[src/rtl/demultiplexer_4x8_capture.sv]
// Routes a keypad digit, one per rising edge of in_valid, into one of two
// shift-in digit buffers (L0 = entered code, L1 = new code candidate).

module demultiplexer_4x8_capture_lane #(
  parameter int DIGITS = 4,
  parameter int CNT_W  = 3
) (
  input  logic                  clk,
  input  logic                  rst_n,
  input  logic                  wr,
  input  logic                  clr,
  input  logic [3:0]            d,
  output logic [4*DIGITS-1:0]   data,
  output logic [CNT_W-1:0]      count,
  output logic                  full,
  output logic                  rej
);
  logic [4*DIGITS-1:0] d_ext;

  assign d_ext = (4*DIGITS)'(d);
  // Clear suppresses the overflow report: a dropped digit on a clear is expected.
  assign rej   = wr & full & ~clr;

  always_ff @(posedge clk) begin
    if (!rst_n || clr) begin
      data  <= '0;
      count <= '0;
      full  <= 1'b0;
    end else if (wr && !full) begin
      data  <= (data << 4) | d_ext;
      count <= count + 1'b1;
      full  <= (count == CNT_W'(DIGITS - 1));
    end
  end
endmodule

module demultiplexer_4x8_capture #(
  parameter int DIGITS = 4,
  parameter int CNT_W  = 3
) (
  input  logic                clk,
  input  logic                rst_n,
  input  logic                in_msb,
  input  logic                in_b,
  input  logic                in_c,
  input  logic                in_lsb,
  input  logic                in_valid,
  input  logic                S,
  input  logic                clr_L0,
  input  logic                clr_L1,
  output logic                in_ready,
  output logic [4*DIGITS-1:0] out_L0,
  output logic [4*DIGITS-1:0] out_L1,
  output logic [CNT_W-1:0]    count_L0,
  output logic [CNT_W-1:0]    count_L1,
  output logic                full_L0,
  output logic                full_L1,
  output logic                ovf
);
  localparam int NUM_LANES = 2;

  logic                                  valid_q;
  logic                                  acc;
  logic [3:0]                            digit;
  logic [NUM_LANES-1:0]                  wr;
  logic [NUM_LANES-1:0]                  clr;
  logic [NUM_LANES-1:0]                  full;
  logic [NUM_LANES-1:0]                  rej;
  logic [NUM_LANES-1:0][4*DIGITS-1:0]    data;
  logic [NUM_LANES-1:0][CNT_W-1:0]       count;

  // A held key must deliver exactly one digit: act only on the rising edge.
  assign acc   = in_valid & ~valid_q;
  assign digit = {in_msb, in_b, in_c, in_lsb};
  assign wr    = {acc & S, acc & ~S};
  assign clr   = {clr_L1, clr_L0};

  always_ff @(posedge clk) begin
    if (!rst_n) begin
      valid_q <= 1'b0;
      ovf     <= 1'b0;
    end else begin
      valid_q <= in_valid;
      ovf     <= |rej;
    end
  end

  for (genvar i = 0; i < NUM_LANES; i++) begin : g_lane
    demultiplexer_4x8_capture_lane #(.DIGITS(DIGITS), .CNT_W(CNT_W)) u_lane (
      .clk   (clk),
      .rst_n (rst_n),
      .wr    (wr[i]),
      .clr   (clr[i]),
      .d     (digit),
      .data  (data[i]),
      .count (count[i]),
      .full  (full[i]),
      .rej   (rej[i])
    );
  end

  assign out_L0   = data[0];
  assign out_L1   = data[1];
  assign count_L0 = count[0];
  assign count_L1 = count[1];
  assign full_L0  = full[0];
  assign full_L1  = full[1];
  assign in_ready = S ? ~full[1] : ~full[0];
endmodule

[config.mk]
export PLATFORM = sky130hd
export DESIGN_NAME = demultiplexer_4x8_capture
export DESIGN_NICKNAME = d
export VERILOG_FILES = /design/src/rtl/demultiplexer_4x8_capture.sv
export SDC_FILE = /design/constraint.sdc
export NUM_CORES = 1
export LEC_CHECK = 0
export BUFFER_PORTS_ARGS = -buffer_cell sky130_fd_sc_hd__buf_4
export CAP_MARGIN = 20
export CORE_ASPECT_RATIO = 0.7
export CORE_MARGIN = 2
export CORE_UTILIZATION = 52
export DETAILED_ROUTE_END_ITERATION = 12
export PLACE_DENSITY = 0.82
export SLEW_MARGIN = 20
export SYNTH_ARGS = -nofsm -noshare
export SYNTH_HDL_FRONTEND = slang
export SYNTH_HIERARCHICAL = 1
export SYNTH_SLANG_ARGS = --single-unit
[constraint.sdc]
create_clock -name clk -period 2 [get_ports clk]
set_input_delay 0.2 -clock clk [delete_from_list [all_inputs] [get_ports clk]]
set_output_delay 0.2 -clock clk [all_outputs]
set_load 0.03 [all_outputs]
==> impl_metrics.toml <==
[status]
status = "completed"

[critical_path]
start_kind = "flop"
r2r_setup_slack_ps = 600
path_class = "flop to flop"
end_kind = "flop"
cp_max_fo = 17
critPathArrivalTime_ps = 1620
crit_required_ps = 2220

[power]
p_leak_nw = 0.818
ir_drop_v = 0.000467
power_mw = 1.61
p_per_area_mw_per_mm2 = 783

[timing]
setup_viol = 0
rsz0062_at_grt = "no"
max_freq_mhz = 712
hold_viol = 0
maxSlewViolCount = 0
slew_headroom_pct = 47.8
tns_ps = 0
finalCritPeriodShare_pct = 70.2
skew_ps = 8.48
period_minus_slack_ps = 1400
tightest_slew_ps = 784

[routing]
routedWlPerCell_um = 11.8
final_antenna_net_count = 0
drt_iter0_drc = 165
post_drt_via_cell_ratio = 5.03
drt_pass1_iterations = 4
routed_wl_um = 3250
drc_errors = 0
num_vias = 1384

[finish]
area_growth_pct = 30.7
diodes = 0
nNetsFinal = 252
final_layout_size_suffix_gt1_share_pct = 26.8

[clock_network]
cts_buffers = 5
cts_tree = "done"
cts.sinks = 42
postCtsResizedCells = 0
clk_latency_ps = 300
clkTransAtPathRegs_ps = 80
ctsLongestPathBuffers = 2
cts_root_buf = "clkbuf_8"
cts_setup_buffers = 0
hold_buffers = 0
ctsHtreeMaxLevel = 2

[yosys]
syn_inst = 189
synth_top_area_share_pct = 53.4
syn_avg_cell_area_sq_um = 8.33
synth.distinct_cells = 19
synth_seq_cells = 42
synthTopCellsByArea = "dfxtp_1 53%, nand2_1 17%, a21oi_1 11%, ha_1 3.2%, buf_4 1.9%"
yosys_warnings = 6
syn-num-nets = 203
ys_seq_area_share_pct = 53.4
synth_top_cell_by_area = "dfxtp_1"
netlist_area_sq_mm = 0.00157

[floorplanning]
dieWidth_um = 69.8
num_rows = 16
dieArea_sq_mm = 0.00349
die_h_um = 50.0
initial_core_util_pct = 55.4
ios = 52
core-area_sq_mm = 0.00284

[global_routing]
grt_pass1_vias = 1184
grt_use_total_pct = 20.1
grt_pass1_wl_um = 5510
grt_overflow = 0
grt_start_max_net_pins = 21
antenna_found_initial = 0

[placement]
io_buffers = 51
dp_hpwl_um = 2220
gp_congestion = 0.698

[hold_path]
hold_path_class = "input pin to flop"

[job]
cap_violations = 0
path summary, 6_finish.rpt:
path,cells after the start,startpoint,to
max reg2reg,4,valid_q$_SDFF_PN0_,g_lane[1].u_lane/data[15]$_SDFFE_PP0P_
min,2,in_valid,valid_q$_SDFF_PN0_
max,4,valid_q$_SDFF_PN0_,g_lane[1].u_lane/data[15]$_SDFFE_PP0P_
min reg2reg,2,g_lane[0].u_lane/data[13]$_SDFFE_PP0P_,g_lane[0].u_lane/data[13]$_SDFFE_PP0P_
flip-flops by register name, summed over array words and instances, names as in the netlist:
signal and cells:
valid_q 1, ovf 1, g_lane.u_lane/data 32, g_lane.u_lane/count 6, g_lane.u_lane/full 2
placed cells by master, fill, tap and decap left out, types with 4 or more instances in the layout:
cell / instances
ha_1: 4
dfxtp_1: 42
nand2b_1: 4
clkbuf_8: 5
a21oi_1: 36
nor2_1: 8
buf_4: 54
nand2_1: 70
worst max-delay path, stage by stage (launching register included):
cell and delay (ps):
dfxtp_1 340, and3b_1 210, nand2b_1 470, nand2_1 130
a21oi_1 180
through the flow:
step,cell area [sq um],hold WS [ps],util [%],instances,setup slack [ps]
after floorplan,1570,317,-,189,807
after global placement,1950,421,68.5,267,647
after detailed placement,1950,430,68.5,267,589
after CTS,2060,122,72.4,275,573
after global routing,2060,122,72.4,275,469
final,2060,129,72.4,275,596
logic make-up (layout without fill, tap and decap cells):
group	Yosys count	count (layout)	share of synthesized area, %
simple gates	87	87	22.7
mux	1	1	0.636
xor+xnor	2	2	1.11
fa+ha+maj	4	4	3.18
compound gates	39	39	13.5
buf+inv	14	64	5.41
flops	42	42	53.4
cells in the mapped netlist (all sizes together):
library cell,number
and2,1
a21oi,36
nor3b,1
o21a,1
mux2i,1
nand2b,4
nand2,70
and3b,1
a211oi,2
inv,2
xnor2,2
dfxtp,42
ha,4
nor2b,2
nor2,8
clkbuf,4
buf,8
layer usage:
layer  track usage [%]  wire, um  vias up
li1                  -         -      702
met1              26.1      1490      626
met2              29.7      1460       50
met3              9.41       267        6
met4              6.73        42        0
met5                 0         0        -
final cells by class:
type | count | area (sq um)
flip-flops and latches | 42 | 841
fillers | 245 | 786
multi-input cells | 133 | 648
repair buffers | 54 | 405
clock buffers | 6 | 72.6
well taps | 36 | 45.0
clock inverters | 2 | 37.5
inverters | 2 | 7.51
power by group:
part | total [mW] | switching (mW) | internal (mW)
registers | 0.848 | 0.00561 | 0.843
logic | 0.100 | 0.0648 | 0.0354
clock network | 0.662 | 0.289 | 0.372
total | 1.61 | 0.360 | 1.25
Power figures use the tool's default switching activity.
